**src/rtl/pipe_pkg.sv**
```systemverilog
// Shared types and latencies for the pipeline issue scoreboard.
// Macro PIPE_SCOREBOARD_FORWARD_EN selects the bypassed-pipeline latencies.
package pipe_pkg;

    localparam int REG_ADDR_W = 5;
    localparam int NREGS      = 32;
    localparam int ALU_LAT    = 2;
    localparam int LOAD_LAT   = 2;
    localparam int FWD_LD_LAT = 1;
    localparam int CNT_W      = 2;

    typedef logic [REG_ADDR_W-1:0] reg_addr_t;
    typedef logic [CNT_W-1:0]      cnt_t;

    // Cycles a freshly issued writer keeps its destination unreadable.
    function automatic cnt_t issue_lat(input logic is_load);
`ifdef PIPE_SCOREBOARD_FORWARD_EN
        return is_load ? cnt_t'(FWD_LD_LAT) : cnt_t'(0);
`else
        return is_load ? cnt_t'(LOAD_LAT) : cnt_t'(ALU_LAT);
`endif
    endfunction

endpackage

```
**src/rtl/sb_entry.sv**
```systemverilog
// One scoreboard slot: countdown of cycles until its register is readable.
// A new writer can only extend the window, never shorten it.
module sb_entry
    import pipe_pkg::*;
(
    input  logic clk,
    input  logic rst,
    input  logic load,
    input  cnt_t lat,
    output logic busy
);

    cnt_t cnt_q;
    cnt_t cnt_dec;
    cnt_t cnt_d;

    always_comb begin
        cnt_dec = (cnt_q == '0) ? '0 : cnt_q - cnt_t'(1);
        cnt_d   = cnt_dec;
        if (load && (lat > cnt_dec)) begin
            cnt_d = lat;
        end
    end

    always_ff @(posedge clk or posedge rst) begin
        if (rst) begin
            cnt_q <= '0;
        end else begin
            cnt_q <= cnt_d;
        end
    end

    assign busy = (cnt_q != '0);

endmodule

```
**src/rtl/pipe_scoreboard.sv**
```systemverilog
// Scoreboard issue controller: stalls ID while a used source has a pending write.
// Macro PIPE_SCOREBOARD_FORWARD_EN (see pipe_pkg) shortens the writer windows.
module pipe_scoreboard
    import pipe_pkg::*;
(
    input  logic                  clk,
    input  logic                  rst,
    input  logic                  id_valid,
    input  logic [REG_ADDR_W-1:0] id_rs1,
    input  logic [REG_ADDR_W-1:0] id_rs2,
    input  logic                  id_use_rs1,
    input  logic                  id_use_rs2,
    input  logic [REG_ADDR_W-1:0] id_rd,
    input  logic                  id_regwrite,
    input  logic                  id_is_load,
    input  logic                  flush,
    output logic                  pc_en,
    output logic                  if_id_en,
    output logic                  bubble_sel,
    output logic [NREGS-1:0]      busy_mask,
    output logic [15:0]           stall_cycles
);

    logic [NREGS-1:0] busy;
    logic             hit1;
    logic             hit2;
    logic             stall;
    logic             issue;
    cnt_t             lat;
    logic [15:0]      stall_cnt_q;

    // Handshake: ID offers an instruction with id_valid; it is accepted (issued)
    // on an edge where stall=0 and flush=0, otherwise it is held or squashed.
    assign hit1  = id_use_rs1 & (id_rs1 != '0) & busy[id_rs1];
    assign hit2  = id_use_rs2 & (id_rs2 != '0) & busy[id_rs2];
    assign stall = id_valid & ~flush & (hit1 | hit2);
    assign issue = id_valid & ~stall & ~flush;
    assign lat   = issue_lat(id_is_load);

    assign pc_en      = ~stall;
    assign if_id_en   = ~stall;
    assign bubble_sel = stall | flush;

    assign busy[0] = 1'b0;

    for (genvar r = 1; r < NREGS; r++) begin : g_entry
        sb_entry u_entry (
            .clk  (clk),
            .rst  (rst),
            .load (issue & id_regwrite & (id_rd == reg_addr_t'(r))),
            .lat  (lat),
            .busy (busy[r])
        );
    end

    assign busy_mask = busy;

    always_ff @(posedge clk or posedge rst) begin
        if (rst) begin
            stall_cnt_q <= '0;
        end else if (stall && (stall_cnt_q != 16'hFFFF)) begin
            stall_cnt_q <= stall_cnt_q + 16'd1;
        end
    end

    assign stall_cycles = stall_cnt_q;

endmodule

```
**config.mk**
```make
export PLATFORM = sky130hd
export DESIGN_NAME = pipe_scoreboard
export DESIGN_NICKNAME = d
export VERILOG_FILES = /design/src/rtl/pipe_pkg.sv /design/src/rtl/sb_entry.sv /design/src/rtl/pipe_scoreboard.sv
export SDC_FILE = /design/constraint.sdc
export NUM_CORES = 1
export LEC_CHECK = 0
export ABC_AREA = 0
export CORE_MARGIN = 3
export CORE_UTILIZATION = 35
export CTS_CLUSTER_SIZE = 40
export DETAILED_ROUTE_END_ITERATION = 10
export GPL_TIMING_DRIVEN = 0
export SLEW_MARGIN = 25
export SYNTH_ARGS = -nofsm -noshare
export SYNTH_HDL_FRONTEND = slang
export SYNTH_HIERARCHICAL = 1
export SYNTH_SLANG_ARGS = --single-unit
```
**constraint.sdc**
```tcl
create_clock -name clk -period 3.8 [get_ports clk]
set_input_delay 0.38 -clock clk [delete_from_list [all_inputs] [get_ports clk]]
set_output_delay 0.38 -clock clk [all_outputs]
set_load 0.01 [all_outputs]
```
==> out/results.md <==
| Item | Reported |
| --- | --- |
| Result of the run | finished clean |
| Core Region | 19000 µm² |
| Mean post-synth cell area | 10.4 µm² |
| Largest driver fanout on the critical path | 10 |
| Number of DRC markers after the initial detailed-route iteration | 149 |
| TNS Setup | 0 ns |
| GR Overflow Total | 0 |
| Count of endpoints failing hold in the final timing report | 0 |
| Final clock skew | 0.00911 ns |
| Hold WC Path Type | in -> async |
| Post-Place Cells | 1114 |
| Final non-filler cell total | 1130 |
| Wire length of the first global-routing pass | 23500 µm |
| CP Capture Type | primary output |
| DRC violations left | 0 |
| Number of setup violations in the final report | 0 |
| Worst-case clock buffer depth | 2 |
| Setup repair after global routing missed its margin | no |
| Cts bufs inserted | 9 |
| Peak supply drop | 0.000135 V |
| Number of nets in the layout | 951 |
| Count of pins over their slew limit | 0 |
| Maximum operating frequency | 272 MHz |
| Clock transition time at the flip-flop clock pins of the worst setup and hold paths | 0.06 ns |
| Leading register cell type out of synthesis | sky130_fd_sc_hd__dfrtp_1 |
| Share of flip-flops with an asynchronous set or reset | 100% |
| Antenna Nets Post-Route | 0 |
| Gate count of the mapped netlist | 663 |
| Yosys warning count | 6 |
| Layout Utilization | 45.7% |
| Floorplan die width | 146 µm |
| Power per cell area | 246 nW/µm² |
| Via density per instance | 4.18 |
| CP Data Arrival Time | 3.29 ns |
| Leakage Power | 4.65 nW |
| Ant. Diodes | 0 |
| Overall fraction of global-route tracks in use | 13.8% |
| Routed len/inst | 12.3 µm |
| Post-synth EDFFs | 0 |
| Worst slew slack as a fraction of its limit | 59.8% |
| Count of cell types in the netlist | 43 |
| Crit path required time | 3.42 ns |
| Insertion delay of the later-clocked pin in the worst-skew pair | 0.34 ns |
| Most frequent cells in the layout | sky130_fd_sc_hd__conb_1, sky130_fd_sc_hd__inv_1, sky130_fd_sc_hd__nand2_1 |
| Vias in the first global route | 4735 |
| Number of filler cells placed in the layout | 1810 |
| Wire length reported by the detailed router | 13900 µm |
| Number of antenna violations at the first check in global routing | 0 |
| Combined area of all synthesized cells | 6860 µm² |
| H-tree lvl count | 3 |
| TritonCTS clock tree | done |
| Half-perimeter wire length after placement | 11500 µm |
| Pin count of the biggest net entering global routing | 22 |
| Time the final worst path needs with I/O delays and setup | 3.67 ns |
| CTS Root Cell | sky130_fd_sc_hd__clkbuf_16 |
| Total via count in the routed design | 4728 |
| Post-synthesis to final-layout area growth | 26.1% |
| Area of the die | 21300 µm² |
| Number of sinks handled by clock tree synthesis | 78 |
| Count of hold buffers inserted by post-cts repair | 0 |
| Postcts setup bufs | 0 |
| Combined flip-flop and latch cell area | 1950 µm² |
| DRT Pass-1 Iters | 4 |
| Number of top-level design ports | 74 |
| Share of post-route cells with drive strength above 1 | 16.6% |
| Max_cap viols | 0 |
| Weighted congestion reported at the end of routability-driven placement | 0.756 |
| Startpoint kind of the worst setup timing path | flip-flop |
| Initial core utilization | 36.2% |
| Multi-input combinational cell area | 4920 µm² |
| Resize count post-CTS | 0 |
| Period utilization | 96.6% |
| Transition time at the pin with the least slew margin | 0.602 ns |
| Type of the setup path with the least slack | reg -> out |
| Standard-cell row count | 50 |
| Most common cell after layout, fill and taps aside | sky130_fd_sc_hd__conb_1 |
| Worst reg2reg setup slack | 0.42 ns |
| Sequential fraction of the synthesis area | 28.4% |
| Height of the die | 146 µm |
| Synthesized flop and latch total | 78 |
| Number of port buffers | 67 |
state kept, by name (all words and copies together), names as in the netlist:
register / count
g_entry.u_entry/cnt_q: 62
stall_cycles: 16
area by class of cell:
class / count / share of cell area (%)
Clock buffer: 10 / 2.76
Multi-Input combinational cell: 598 / 56.8
Timing Repair Buffer: 68 / 8.04
Inverter: 96 / 4.16
Buffer: 14 / 1.13
Sequential cell: 78 / 22.5
Tap cell: 260 / 3.76
Clock inverter: 6 / 0.824
per-layer routing:
| layer | global-route usage (%) | wire [µm] | part of all wire, % | vias to the layer above |
|---|---|---|---|---|
| met5 | 0 | 0 | 0 | - |
| met4 | 3.95 | 188 | 1.4 | 0 |
| met3 | 2.89 | 465 | 3.3 | 12 |
| met2 | 24.2 | 6910 | 50 | 55 |
| met1 | 17.1 | 6350 | 46 | 2166 |
| li1 | - | - | - | 2495 |
final timing paths:
| check | start | end | cells after the start |
|---|---|---|---|
| worst max-delay path | g_entry[28].u_entry/cnt_q[1] | pc_en | 11 |
| worst min-delay path | rst | g_entry[2].u_entry/cnt_q[1] | 2 |
| worst max register to register | g_entry[28].u_entry/cnt_q[1] | g_entry[29].u_entry/cnt_q[0] | 12 |
| worst min register to register | stall_cycles[4] | stall_cycles[4] | 1 |
| max in group asynchronous | rst | stall_cycles[14] | 2 |
| min in group clk | stall_cycles[4] | stall_cycles[4] | 1 |
power breakdown:
group / internal, mW / switching (mW) / total, mW
combinational: 0.165 / 0.194 / 0.359
sequential: 0.851 / 0.0295 / 0.880
clock: 0.530 / 0.361 / 0.891
cell families (layout without fill, tap and decap cells):
family	after synthesis	count (layout)	synth area share, %
xor gates and xnor gates	13	13	1.66
other	2	125	0.109
AOI/OAI and AO/OA	40	40	10.6
buffers and inverters	110	194	6.67
DFF	78	78	28.4
muxes	89	89	17.6
and+or+nand+nor	268	268	23.5
adders and majority gates	63	63	11.5
synthesized netlist by cell type (7+ instances only):
| cell | n | area [µm²] |
|---|---|---|
| sky130_fd_sc_hd__nor2b_4 | 31 | 427 |
| sky130_fd_sc_hd__and3_1 | 10 | 62.6 |
| sky130_fd_sc_hd__dfrtp_1 | 78 | 1950 |
| sky130_fd_sc_hd__o211ai_4 | 31 | 659 |
| sky130_fd_sc_hd__mux4_2 | 11 | 248 |
| sky130_fd_sc_hd__ha_1 | 63 | 788 |
| sky130_fd_sc_hd__mux2_4 | 31 | 465 |
| sky130_fd_sc_hd__xnor2_1 | 9 | 78.8 |
| sky130_fd_sc_hd__inv_1 | 96 | 360 |
| sky130_fd_sc_hd__nand2_1 | 82 | 308 |
| sky130_fd_sc_hd__nor2_1 | 36 | 135 |
| sky130_fd_sc_hd__nand3_1 | 13 | 65.1 |
| sky130_fd_sc_hd__nor2_2 | 7 | 43.8 |
| sky130_fd_sc_hd__or2_1 | 32 | 200 |
| sky130_fd_sc_hd__nor2b_1 | 36 | 225 |
| sky130_fd_sc_hd__mux2i_1 | 42 | 420 |
critical path, stage by stage, from the launching register on:
cell and delay (ns):
sky130_fd_sc_hd__dfrtp_1 0.38, sky130_fd_sc_hd__or2_1 0.30, sky130_fd_sc_hd__mux4_2 0.49, sky130_fd_sc_hd__mux2i_1 0.19, sky130_fd_sc_hd__nand3_1 0.09, sky130_fd_sc_hd__and3_1 0.15
sky130_fd_sc_hd__a32o_2 0.30, sky130_fd_sc_hd__buf_6 0.15, sky130_fd_sc_hd__buf_2 0.18, sky130_fd_sc_hd__nand2_1 0.10, sky130_fd_sc_hd__buf_4 0.10, sky130_fd_sc_hd__clkdlybuf4s50_1 0.52
metrics by stage:
step	instance area (µm²)	worst slack, ns	total power [mW]	hold slack, ns
final	8660	0.129	2.13	0.0557
after global routing	8660	0.00340	2.24	0.0599
after CTS	8650	0.0894	2.17	0.0568
after detailed placement	8340	0.0141	1.26	0.427
after global placement	8320	0.0170	1.25	0.485
after floorplan	7330	0.846	1.13	0.121
No activity file was read; power rests on OpenSTA's default activity.
